`config.mk`:
```
export PLATFORM = sky130hd
export DESIGN_NAME = apb_bridge_reg
export DESIGN_NICKNAME = d
export VERILOG_FILES = /design/src/rtl/apb_bridge_reg.sv
export SDC_FILE = /design/constraint.sdc
export NUM_CORES = 1
export LEC_CHECK = 0
export BUFFER_PORTS_ARGS = -buffer_cell sky130_fd_sc_hd__buf_2
export CAP_MARGIN = 15
export CORE_AREA = 2 2 131 133
export CTS_CLUSTER_DIAMETER = 80
export DETAILED_ROUTE_END_ITERATION = 12
export DIE_AREA = 0 0 133 135
export GPL_ROUTABILITY_DRIVEN = 0
export GPL_TIMING_DRIVEN = 0
export PLACE_DENSITY_LB_ADDON = 0.05
export SLEW_MARGIN = 40
export SYNTH_ARGS = -nofsm -noshare
export SYNTH_HDL_FRONTEND = slang
export SYNTH_SLANG_ARGS = --single-unit
```
`constraint.sdc`:
```
create_clock -name pclk -period 4.7 [get_ports pclk]
set_clock_uncertainty 0.05 [all_clocks]
set_input_delay 0.47 -clock pclk [delete_from_list [all_inputs] [get_ports pclk]]
set_output_delay 0.47 -clock pclk [all_outputs]
set_load 0.01 [all_outputs]
```
`src/rtl/apb_bridge_reg.sv`:
```
// Registered APB bridge: captures a master transfer, decodes it against base/mask
// windows, replays it on a registered slave side and bounds slave stalls with a timeout.
module apb_bridge_reg #(
    parameter int ADDR_WIDTH     = 32,
    parameter int DATA_WIDTH     = 32,
    parameter int NUM_SLAVES     = 4,
    parameter logic [NUM_SLAVES-1:0][ADDR_WIDTH-1:0] BASE_ADDR =
        {32'h0000_3000, 32'h0000_2000, 32'h0000_1000, 32'h0000_0000},
    parameter logic [NUM_SLAVES-1:0][ADDR_WIDTH-1:0] ADDR_MASK =
        {32'h0000_0FFF, 32'h0000_0FFF, 32'h0000_0FFF, 32'h0000_0FFF},
    parameter int TIMEOUT_CYCLES = 256
) (
    input  logic                                  pclk,
    input  logic                                  presetn,
    input  logic [ADDR_WIDTH-1:0]                 paddr,
    input  logic                                  psel,
    input  logic                                  penable,
    input  logic                                  pwrite,
    input  logic [DATA_WIDTH-1:0]                 pwdata,
    input  logic [DATA_WIDTH/8-1:0]               pstrb,
    input  logic [2:0]                            pprot,
    output logic [DATA_WIDTH-1:0]                 prdata,
    output logic                                  pready,
    output logic                                  pslverr,
    output logic [ADDR_WIDTH-1:0]                 paddr_s,
    output logic [NUM_SLAVES-1:0]                 psel_s,
    output logic                                  penable_s,
    output logic                                  pwrite_s,
    output logic [DATA_WIDTH-1:0]                 pwdata_s,
    output logic [DATA_WIDTH/8-1:0]               pstrb_s,
    output logic [2:0]                            pprot_s,
    input  logic [NUM_SLAVES-1:0][DATA_WIDTH-1:0] prdata_s,
    input  logic [NUM_SLAVES-1:0]                 pready_s,
    input  logic [NUM_SLAVES-1:0]                 pslverr_s,
    input  logic [NUM_SLAVES-1:0]                 slave_en,
    input  logic                                  err_clr,
    output logic                                  decerr_flag,
    output logic                                  timeout_flag,
    output logic [3:0]                            err_slave
);

    localparam logic [1:0] IDLE   = 2'd0;
    localparam logic [1:0] SETUP  = 2'd1;
    localparam logic [1:0] ACCESS = 2'd2;
    localparam logic [1:0] RESP   = 2'd3;

    localparam int SEL_W = (NUM_SLAVES > 1) ? $clog2(NUM_SLAVES) : 1;
    localparam int CNT_W = (TIMEOUT_CYCLES > 0) ? $clog2(TIMEOUT_CYCLES + 1) : 1;
    localparam logic [CNT_W-1:0] CNT_LAST = CNT_W'((TIMEOUT_CYCLES > 0) ? TIMEOUT_CYCLES - 1 : 0);

    logic [1:0]            state;
    logic [SEL_W-1:0]      sel;
    logic [CNT_W-1:0]      cnt;
    logic                  hit;
    logic [SEL_W-1:0]      hit_idx;
    logic [ADDR_WIDTH-1:0] hit_off;
    logic                  setup_req;
    logic                  to_hit;
    logic                  set_dec;
    logic                  set_to;

    // Scan from the top so the lowest matching index is the one that sticks.
    always_comb begin
        hit     = 1'b0;
        hit_idx = '0;
        hit_off = '0;
        for (int k = NUM_SLAVES - 1; k >= 0; k--) begin
            if (((paddr & ~ADDR_MASK[k]) == (BASE_ADDR[k] & ~ADDR_MASK[k])) && slave_en[k]) begin
                hit     = 1'b1;
                hit_idx = SEL_W'(k);
                hit_off = paddr & ADDR_MASK[k];
            end
        end
    end

    assign setup_req = (state == IDLE) && psel && !penable;
    assign to_hit    = (TIMEOUT_CYCLES != 0) && (cnt == CNT_LAST);
    assign set_dec   = setup_req && !hit;
    assign set_to    = (state == ACCESS) && !pready_s[sel] && to_hit;

    always_ff @(posedge pclk or negedge presetn) begin
        if (!presetn) begin
            state     <= IDLE;
            sel       <= '0;
            cnt       <= '0;
            prdata    <= '0;
            pready    <= 1'b0;
            pslverr   <= 1'b0;
            paddr_s   <= '0;
            psel_s    <= '0;
            penable_s <= 1'b0;
            pwrite_s  <= 1'b0;
            pwdata_s  <= '0;
            pstrb_s   <= '0;
            pprot_s   <= '0;
        end else begin
            case (state)
                IDLE: begin
                    if (setup_req) begin
                        paddr_s  <= hit_off;
                        pwrite_s <= pwrite;
                        pwdata_s <= pwdata;
                        pstrb_s  <= pstrb;
                        pprot_s  <= pprot;
                        if (hit) begin
                            sel    <= hit_idx;
                            psel_s <= NUM_SLAVES'(1) << hit_idx;
                            state  <= SETUP;
                        end else begin
                            pready  <= 1'b1;
                            pslverr <= 1'b1;
                            prdata  <= '0;
                            state   <= RESP;
                        end
                    end
                end
                SETUP: begin
                    penable_s <= 1'b1;
                    cnt       <= '0;
                    state     <= ACCESS;
                end
                ACCESS: begin
                    cnt <= cnt + 1'b1;
                    if (pready_s[sel]) begin
                        psel_s    <= '0;
                        penable_s <= 1'b0;
                        pready    <= 1'b1;
                        pslverr   <= pslverr_s[sel];
                        prdata    <= pwrite_s ? '0 : prdata_s[sel];
                        state     <= RESP;
                    end else if (to_hit) begin
                        psel_s    <= '0;
                        penable_s <= 1'b0;
                        pready    <= 1'b1;
                        pslverr   <= 1'b1;
                        prdata    <= '0;
                        state     <= RESP;
                    end
                end
                default: begin
                    pready  <= 1'b0;
                    pslverr <= 1'b0;
                    prdata  <= '0;
                    state   <= IDLE;
                end
            endcase
        end
    end

    // Clearing wins over a flag event landing on the same edge.
    always_ff @(posedge pclk or negedge presetn) begin
        if (!presetn) begin
            decerr_flag  <= 1'b0;
            timeout_flag <= 1'b0;
            err_slave    <= '0;
        end else if (err_clr) begin
            decerr_flag  <= 1'b0;
            timeout_flag <= 1'b0;
            err_slave    <= '0;
        end else begin
            if (set_dec) decerr_flag <= 1'b1;
            if (set_to) begin
                timeout_flag <= 1'b1;
                err_slave    <= 4'(sel);
            end
        end
    end

endmodule

```
## Yosys cells after proc, flatten, opt, wreduce, memory -nomap -nowiden

Index checks and enable logic that the tools add are counted.

- Register bits after elaboration: 130
- Input port bits: 217
- Output and inout bits: 117
- Word-level logic and storage cells: 105

- Add/sub/neg operators: 1
- Order comparisons: 1
- Equality and inequality tests: 10
- Shift-type cells: 1
- Multiplexer cells: 51
- Bitwise gates (word level): 1
- Reduce and logical (&&, ||, !) cells: 24

Operators with widths:

| cell | number |
|---|---|
| 2-to-1 mux 32 bit | 6 |
| one-hot mux 32 bit (3 select lines) | 1 |
| binary-select mux 32 bit (select 2 bit) | 1 |
| 2-to-1 mux 12 bit | 4 |
| == test 20 x 2 -> 1 bit (second input constant) | 2 |
| zero test 32 bit | 1 |
| 2-to-1 mux 4 bit | 6 |
| == test 20 x 1 -> 1 bit (second input constant) | 1 |
| one-hot mux 9 bit (2 select lines) | 1 |
| 2-to-1 mux 1 bit | 17 |
| 2-to-1 mux 2 bit | 8 |
| adder 9 x 1 -> 9 bit (second input constant) | 1 |
| == test 9 x 8 -> 1 bit (second input constant) | 1 |
| logical AND 1 bit | 9 |
| one-hot mux 4 bit (2 select lines) | 1 |
| AND reduction 4 bit | 2 |
| nonzero test 2 bit | 4 |
| inequality test 2 bit (second input constant) | 3 |
| one-hot mux 1 bit (3 select lines) | 2 |
| one-hot mux 2 bit (3 select lines) | 1 |
| AND reduction 2 bit | 3 |
| binary-select mux 1 bit (select 2 bit) | 2 |
| << shifter 1 x 2 -> 4 bit (first input constant) | 1 |
| zero test 1 bit | 3 |
| other kinds (8) | 8 |

## Depth between registers and ports, before layout

Gate-level depths: netlist of the first run.

- Depth in word-level cells: 10
- Depth in mapped cells: 10
- Gate-level depth less buffers: 8

## Worst setup path before layout of the first run

Ideal clock, no wire load.

- Kind: register -> register
- Start: reg cnt[0]
- End: reg prdata[0]
- Setup time: 0.125 ns
- Arrival time: 2.230 ns
- Required time: 4.525 ns
- Slack: 2.295 ns
- Stages on the path, launching flop included: 11
- Buffers on the path: 2
- Period minus slack after synthesis: 2.405 ns
- Path through: dfrtp_1 ha_1 and3_1 and3_1 ha_1 nor3b_2 a21o_1 a211o_1 buf_6 buf_12 mux2_4

- Longest elaborated chain between the ends: 3

Ends and longest elaborated chain:

| item | line | RTL |
|---|---|---|
| start, declared | 53 | `logic [CNT_W-1:0] cnt;` |
| start signal, assigned | 123 | `cnt <= cnt + 1'b1;` |
| == test 9 x 8 -> 1 bit | 77 | `assign to_hit = (TIMEOUT_CYCLES != 0) && (cnt == CNT_LAST);` |
| inequality test 3 x 2 -> 1 bit (no line) | n/a |  |
| AND reduction 4 bit (no line) | n/a |  |
| end signal, assigned | 129 | `prdata <= pwrite_s ? '0 : prdata_s[sel];` |
| end, declared | 22 | `output logic [DATA_WIDTH-1:0] prdata,` |

No other way between the ends.
A chain may end at the register's enable or synchronous reset.

## Worst setup path after layout of the first run

- Start: reg cnt[0]
- End: reg prdata[4]

The elaborated chain is that of the path after synthesis.

==> flow_summary.ini, run 1 <==
[synth]
syn_inst = 528
syn_area_per_cell_um2 = 11.0
synthArstFlopShare_pct = 100
synth_cell_types = 42
synthFlopType = dfrtp_1
synth_warnings = 0
synth_edf_count = 0
seq_area_frac_synth_pct = 46.7
synth_seq_cells = 108
syn-cell-area_um2 = 5790

[clocking]
cts_tree = yes
cts.clk_slew.worst_paths_ps = 70
post_cts_resized = 0
insertion_delay_ps = 350
htree_levels = 3
cts_root_buf = clkbuf_16
cts_inserted_buffers = 9
cts_buffer_depth = 2
clock-sinks = 108

[min_path]
hold_class = primary input to register
hold_path_startpoint = pwdata[22]
min_to = pwdata_s[22]
hold_depth = 3

[sta]
min_period_over_period_pct = 56.9
finalSetupTns_ps = 0
final-max-slew-violation-count = 0
period_needed_ps = 2670
setup_viol = 0
hold_viol = 0
maxClockFrequency_ghz = 0.374
tightestPinTransition_ps = 751
slew_headroom_pct = 49.8
grt_setup_unrepaired = no
finalWorstSetupSlack_ps = 2030

[grt]
antenna_found_initial = 0
grt_use_total_pct = 19.2
grt_max_degree = 70
globalRouteOverflowTotal = 0
grt_pass1_wl_mm = 26.8
grt_pass1_vias = 5118

[floorplan]
die-area_um2 = 18000
initial_core_util_pct = 35.3
die_h_um = 135
die_width_um = 133
fp.coreArea_um2 = 16400
num_io_pins = 334
num_rows = 47

[run]
max-cap-violations = 0

[run_status]
outcome = complete, no violations

[power_and_ir_drop]
power_density_nw_per_um2 = 453
ir_worst_vdd_mv = 0.207
p_leak_nw = 4.39

[critical_path]
rr_startpoint = cnt[0]
critPathLaunchType = register
r2r_cells = 10
worst-setup-path-type = register to register
slowest_stage = dfrtp_1
required_ps = 4880
path_max_fanout = 10
r2r_end = prdata[4]
crit_path_end_kind = register
critical_path.max_stage_delay_ps = 430
regToRegSetupSlack_ps = 2030
arrival_ps = 2850
cp_cell_sequence = ha_1 -> and3_1 -> and3_1 -> ha_1 -> nor3b_2 -> a21o_1 -> a211o_1 -> buf_6 -> buf_12 -> mux2_4

[place]
io_buffers = 311
dp_slack_ps = 2050
placed_cell_area_um2 = 7740
hpwlAfterDp_mm = 14.0

[routing]
vias_per_cell = 4.61
vias = 5059
drtPass1Iterations = 4
wl_mm = 17.5
routedWlPerCell_um = 15.9
drc = 0
drt_iter0_drc = 185
drtAntennaViolNets = 0

[cells_and_area]
area_delta_synth_final_pct = 38.7
antenna_cells = 0
drive_gt1_share_pct = 49.3
fin_area_um2 = 8030
fin_nets = 1096
nFillCells = 1566
==> where the power goes <==
part,total [W],internal (W),switching [W],leakage (nW)
logic,0.00155,0.000724,0.000823,2.83
registers,0.00136,0.00121,0.000151,1.43
clock network,0.000735,0.000379,0.000356,0.133
total,0.00364,0.00231,0.00133,4.39
==> worst max-delay path: cells and delay by family, from the launching register on <==
kind / cells / cell delay (ps)
simple gates: 3 / 660
fa+ha+maj: 2 / 450
flops: 1 / 430
buf+inv: 2 / 320
mux: 1 / 300
compound gates: 2 / 320
==> placed cells by master (no fill, tap or decap), types with 2 or more instances in the layout <==
master and count:
conb_1 22, buf_4 22, nand3_1 18, buf_12 3, nand4_1 2, nor4_1 5
dfrtp_1 108, and3_1 5, mux2_4 28, a21oi_1 2, mux2_2 10, clkinv_4 2
inv_1 13, mux2i_1 5, nor2_1 16, o21ai_0 11, nand2_1 154, mux4_2 34
ha_1 6, clkbuf_1 22, a21o_1 2, nor2b_1 33, clkbuf_16 9, buf_2 314
nor3_1 4, a22o_1 2, buf_6 2, xor2_1 2
==> through the flow <==
stage               power (W)  cells  hold WS [ps]  utilization, %
global route          0.00388   1098           247            48.9
detailed placement    0.00294   1081           327            47.2
CTS                   0.00368   1098           240            48.9
global placement      0.00291   1080           396            46.9
finish                0.00364   1098           253            48.9
floorplan             0.00233    549           124               -
==> registers in the layout, summed over array words and instances, names as in the netlist <==
register	count
pprot_s	3
state	2
paddr_s	12
pslverr	1
pstrb_s	4
cnt	9
prdata	32
psel_s	4
penable_s	1
sel	2
timeout_flag	1
pwrite_s	1
err_slave	2
pwdata_s	32
pready	1
decerr_flag	1
==> cells by family (layout without fill, tap and decap cells) <==
group / count (synthesis) / in the layout / synth area share, %
buffers and inverters: 66 / 395 / 6.92
flip-flops: 108 / 108 / 46.7
AO/OA/AOI/OAI: 25 / 25 / 2.79
AND/OR/NAND/NOR: 243 / 243 / 18.7
other: 1 / 22 / 0.0648
multiplexers: 77 / 77 / 23.3
adder cells (fa/ha/maj): 6 / 6 / 1.30
XOR/XNOR: 2 / 2 / 0.303
==> cells in the mapped netlist (2+ instances only) <==
master      n  area share [%]
mux2i_1     5            0.86
nand4_1     2            0.22
and3_1      5            0.54
buf_4      22             2.9
buf_12      3             1.0
nor3_1      4            0.35
a21o_1      2            0.26
a21oi_1     2            0.17
ha_1        6             1.3
nor2_1     16             1.0
nor4_1      5            0.54
mux2_4     28             7.3
buf_6       2            0.39
nand3_1    18             1.6
clkbuf_1   20             1.3
dfrtp_1   108              47
mux2_2     10             1.9
nand2_1   154              10
inv_1      13            0.84
xor2_1      2            0.30
buf_2       4            0.35
mux4_2     34              13
o21ai_0    11            0.95
a22o_1      2            0.30
nor2b_1    33             3.6
==> layout make-up <==
class	count	area, um2	share of cell area (%)
Buffer	53	352	4.38
Multi-Input combinational cell	375	2770	34.4
Timing Repair Buffer	313	1600	20.0
Clock inverter	4	33.8	0.421
Inverter	13	48.8	0.608
Sequential cell	108	2700	33.7
Clock buffer	12	246	3.07
Tap cell	220	275	3.43
==> worst max-delay path by stage <==
stage | from | end | slack (ps) | cells past startpoint
after detailed placement | cnt[0] | prdata[4] | 2050 | 10
after global routing | cnt[0] | prdata[4] | 1880 | 10
final | cnt[0] | prdata[4] | 2030 | 10
after CTS | cnt[0] | prdata[4] | 2030 | 10
after floorplan | cnt[0] | prdata[0] | 2290 | 10
after global placement | presetn | pwdata_s[1] | 1780 | 1
==> what timing repair did <==
action,CTS,global route
hold endpoints to repair,39,0
hold buffers,1,0
setup buffers,0,0
==> layer usage <==
| metal | GRT usage [%] | routed length, um | vias to the layer above |
|---|---|---|---|
| met2 | 35.4 | 8910 | 202 |
| met3 | 4.99 | 1310 | 12 |
| met4 | 5.38 | 203 | 0 |
| met1 | 22.1 | 7090 | 2402 |
| met5 | 0 | 0 | - |
| li1 | - | - | 2443 |
Note: power is estimated with default switching activity, not from simulation.
==> run 2, diff against run 1 <==
==> constraint.sdc (replaced) <==
create_clock -name pclk -period 2.67 [get_ports pclk]
set_clock_uncertainty 0.05 [all_clocks]
set_input_delay 0.267 -clock pclk [delete_from_list [all_inputs] [get_ports pclk]]
set_output_delay 0.267 -clock pclk [all_outputs]
set_load 0.01 [all_outputs]
==> flow_summary.ini, run 2 (synthesized netlist as in run 1, its figures left out) <==
[cells_and_area]
layout_commonest_cell = buf_2
top_regs = prdata: 32 flops, pwdata_s: 32 flops, paddr_s: 12 flops
regArea_um2 = 2700
multi_input_area_um2 = 2790
fin_nets = 1103
final_cell_mix = buf_2 (314), nand2_1 (154), dfrtp_1 (107)
nFillCells = 1558
area_delta_synth_final_pct = 41.0
drive_gt1_share_pct = 50.3
antenna_cells = 0

[critical_path]
slowest_stage = dfrtp_2
crit_buf_inv = 2
path_max_fanout = 10
worst-setup-path-type = register to register
critPathLaunchType = register
rr_startpoint = cnt[0]
cp_top_family = simple AND/OR/NAND/NOR gates
arrival_ps = 2750
regToRegSetupSlack_ps = 110
r2r_end = prdata[27]
cp_cell_sequence = ha_2 -> and3_2 -> and3_1 -> ha_1 -> nor3b_2 -> a21o_1 -> a211o_4 -> buf_8 -> buf_12 -> mux2_4
required_ps = 2850
crit_path_end_kind = register
critical_path.max_stage_delay_ps = 440
r2r_cells = 10

[clocking]
cts_root_buf = clkbuf_16
cts.clk_slew.worst_paths_ps = 80
clock-sinks = 108
cts_tree = yes
htree_levels = 3
cts_buffer_depth = 2
cts_inserted_buffers = 9
insertion_delay_ps = 350

[sta]
tightestPinTransition_ps = 751
maxClockFrequency_ghz = 0.390
finalSetupTns_ps = 0
slew_headroom_pct = 49.7
hold_viol = 0
setup_viol = 0
period_needed_ps = 2560
min_period_over_period_pct = 96.0
final-max-slew-violation-count = 0
finalWorstSetupSlack_ps = 107

[place]
hpwlAfterDp_mm = 14.0
dp_slack_ps = 21.5
io_buffers = 311

[min_path]
hold_path_startpoint = pwdata[22]
hold_depth = 3
hold_class = primary input to register
min_to = pwdata_s[22]

[routing]
drtAntennaViolNets = 0
vias = 5099
drtPass1Iterations = 4
routedWlPerCell_um = 16.1
drt_iter0_drc = 176
vias_per_cell = 4.61
drc = 0
wl_mm = 17.8

[grt]
grt_max_degree = 70
grt_use_total_pct = 19.2
globalRouteOverflowTotal = 0
antenna_found_initial = 0
grt_pass1_wl_mm = 26.8
grt_pass1_vias = 5118

[power_and_ir_drop]
power_density_nw_per_um2 = 824
ir_worst_vdd_mv = 0.376
p_leak_nw = 4.45

[floorplan]
initial_core_util_pct = 35.3
die_width_um = 133
die_h_um = 135
die-area_um2 = 18000
fp.coreArea_um2 = 16400
num_rows = 47
num_io_pins = 334

[run]
max-cap-violations = 0

[run_status]
outcome = complete, no violations
==> run 2: tightest hold or removal path, stage by stage <==
cell	delay, ps
buf_2	70
nand2_1	40
nand2_1	40
==> run 2: metal layers <==
layer	wire length [um]	global-route usage, %	up-vias
met5	0	0	-
met4	198	5.38	0
met3	1290	4.99	12
met2	9110	35.4	192
met1	7210	22.1	2440
li1	-	-	2455
==> run 2: what timing repair did <==
item,in CTS,in global routing
endpoints found under the hold margin,39,0
resized for setup,0,7
endpoints found under the setup margin,0,32
hold buffers,1,0
setup buffers,0,4
==> run 2: report_power, final <==
group,switching (W),internal (W)
Combinational,0.00153,0.00152
Clock,0.000627,0.000668
Sequential,0.000267,0.00212
Total,0.00242,0.00431
==> run 2: stage by stage <==
step,total power (W),util (%),hold slack (ps),instance area (um2),instances
detailed placement,0.00517,47.2,124,7740,1081
floorplan,0.00411,-,-78.6,5870,549
global placement,0.00512,46.9,396,7700,1080
CTS,0.00648,48.9,36.6,8030,1098
global route,0.00717,49.8,43.7,8160,1105
finish,0.00673,49.8,50.0,8160,1105
==> run 2: how the worst max path moves through the flow <==
stage | depth (start not counted) | slack (ps) | from | to
after floorplan | 10 | 260 | cnt[0] | prdata[0]
after global placement | 1 | -50 | presetn | pwdata_s[1]
after detailed placement | 10 | 20 | cnt[0] | prdata[4]
after CTS | 10 | 4 | cnt[0] | prdata[4]
after global routing | 10 | -9 | cnt[1] | prdata[9]
final | 10 | 110 | cnt[0] | prdata[27]
==> run 2: final cells by class <==
type | instances | area share [%]
multi-input combinational | 375 | 34.2
sequential | 108 | 33.1
timing repair buffer | 320 | 20.9
buffer | 53 | 4.35
tap | 220 | 3.37
clock buffer | 12 | 3.02
inverter | 13 | 0.598
clock inverter | 4 | 0.414
==> run 3, diff against run 2 <==
--- a/config.mk
+++ b/config.mk
@@ -5,12 +5,12 @@
 export SDC_FILE = /design/constraint.sdc
 export NUM_CORES = 1
 export LEC_CHECK = 0
-export BUFFER_PORTS_ARGS = -buffer_cell sky130_fd_sc_hd__buf_2
 export CAP_MARGIN = 15
-export CORE_AREA = 2 2 131 133
+export CORE_AREA = 2 2 130 132
 export CTS_CLUSTER_DIAMETER = 80
 export DETAILED_ROUTE_END_ITERATION = 12
-export DIE_AREA = 0 0 133 135
+export DIE_AREA = 0 0 132 134
+export DONT_BUFFER_PORTS = 1
 export GPL_ROUTABILITY_DRIVEN = 0
 export GPL_TIMING_DRIVEN = 0
 export PLACE_DENSITY_LB_ADDON = 0.05
==> flow_summary.ini, run 3 (synthesized netlist as in run 1, its figures left out) <==
[run_status]
outcome = finished, violations left
violations = negative hold slack

[sta]
hold_viol = 108
hold_slack_ps = -438
min_period_over_period_pct = 95.3
tightestPinTransition_ps = 698
final-max-slew-violation-count = 0
grt_setup_unrepaired = no
slew_headroom_pct = 53.1
maxClockFrequency_ghz = 0.393
period_needed_ps = 2550
setup_viol = 0

[floorplan]
die_h_um = 134
die_width_um = 132
num_rows = 47
num_io_pins = 334
die-area_um2 = 17700
fp.coreArea_um2 = 16300
initial_core_util_pct = 35.5

[clocking]
cts_buffer_depth = 2
cts.clk_slew.worst_paths_ps = 80
htree_levels = 3
cts_tree = yes
insertion_delay_ps = 350
cts_inserted_buffers = 9
clock-sinks = 108
cts_root_buf = clkbuf_16
holdBufCountCts = 51

[routing]
vias = 4209
vias_per_cell = 5.00
routedWlPerCell_um = 19.5
drtAntennaViolNets = 0
wl_mm = 16.5
drc = 0
drt_iter0_drc = 189
drtPass1Iterations = 4

[critical_path]
critical_path.max_stage_delay_ps = 430
rr_startpoint = cnt[1]
r2r_end = prdata[26]
arrival_ps = 2730
critPathLaunchType = register
slowest_stage = dfrtp_1
r2r_cells = 10
cp_cell_sequence = ha_1 -> and3_1 -> and3_1 -> ha_1 -> nor3b_2 -> a21o_1 -> a211o_1 -> buf_6 -> buf_12 -> mux2_4
regToRegSetupSlack_ps = 120
crit_path_end_kind = register
path_max_fanout = 10
required_ps = 2850
worst-setup-path-type = register to register

[grt]
grt_use_total_pct = 18.4
grt_max_degree = 109
grt_pass1_wl_mm = 25.0
grt_pass1_vias = 4373
globalRouteOverflowTotal = 0
antenna_found_initial = 2

[power_and_ir_drop]
p_leak_nw = 3.30
power_density_nw_per_um2 = 857
ir_worst_vdd_mv = 0.372

[cells_and_area]
top_regs = prdata: 32 flops, pwdata_s: 32 flops, paddr_s: 12 flops
final_cell_mix = nand2_1 (154), dfrtp_1 (108), dlygate4sd3_1 (51)
nFillCells = 1622
layout_commonest_cell = nand2_1
regArea_um2 = 2700
fin_util_pct = 43.0
area_delta_synth_final_pct = 21.0
drive_gt1_share_pct = 20.8
fin_area_um2 = 7010
fin_nets = 838
multi_input_area_um2 = 2780

[place]
io_buffers = 0
placed_cell_area_um2 = 6150
hpwlAfterDp_mm = 12.6

[run]
max-cap-violations = 0

[min_path]
hold_class = primary input to async pin
[run 3: changes by cell type in the layout (fill, tap and decap cells not counted), moves of 2 or more]
cell and change:
clkbuf_1 -2, inv_6 +2, buf_2 -310, dlygate4sd3_1 +50
diode_2 +2, buf_8 -2, clkbuf_16 -3
[run 3: worst max-delay path: cells and delay by family, from the launching register on]
| kind | cells | cell delay [ps] |
|---|---|---|
| compound gates | 2 | 260 |
| buf+inv | 2 | 330 |
| simple gates | 3 | 610 |
| fa+ha+maj | 2 | 430 |
| mux | 1 | 300 |
| flops | 1 | 430 |
[run 3: worst max-delay path by stage]
stage	startpoint	endpoint
after global placement	state[0]	prdata[22]
after global routing	cnt[1]	prdata[22]
after CTS	cnt[0]	prdata[23]
after floorplan	cnt[0]	prdata[0]
final	cnt[1]	prdata[26]
after detailed placement	state[0]	prdata[23]
[run 3: area by class of cell]
class | instances | area share [%]
Antenna cell | 2 | 0.0714
Buffer | 53 | 5.02
Inverter | 13 | 0.697
Tap cell | 220 | 3.93
Multi-Input combinational cell | 375 | 39.7
Clock buffer | 10 | 3.41
Sequential cell | 108 | 38.6
Timing Repair Buffer | 55 | 7.72
Clock inverter | 6 | 0.893
[run 3: through the flow]
step,power (W),setup TNS [ps],setup WS (ps),instances
2_1_floorplan,0.00411,0,265,549
3_3_place_gp,0.00456,0,3.56,769
3_5_place_dp,0.00459,-308,-16.9,769
4_1_cts,0.00607,0,27.4,837
5_1_grt,0.00640,0,16.7,842
6_report,0.00600,0,124,842
[run 3: metal layers]
metal	vias to the layer above	track usage (%)	part of all wire, %
met4	0	9.24	3.3
li1	1923	-	-
met5	-	0	0
met2	226	32.4	52
met1	2028	20.7	37
met3	32	4.88	8.3
[run 3: power by group]
group,total (W),internal (W),switching (W)
sequential,0.00277,0.00212,0.000643
clock,0.00135,0.000686,0.000666
combinational,0.00189,0.000950,0.000937
[run 3: repair_timing]
| item | in CTS | in global routing |
|---|---|---|
| hold endpoints to repair | 161 | 108 |
| resized for setup | 1 | 1 |
| buffers inserted | 1 | 3 |
| pin swaps | 1 | 0 |
| endpoints found under the setup margin | 28 | 28 |
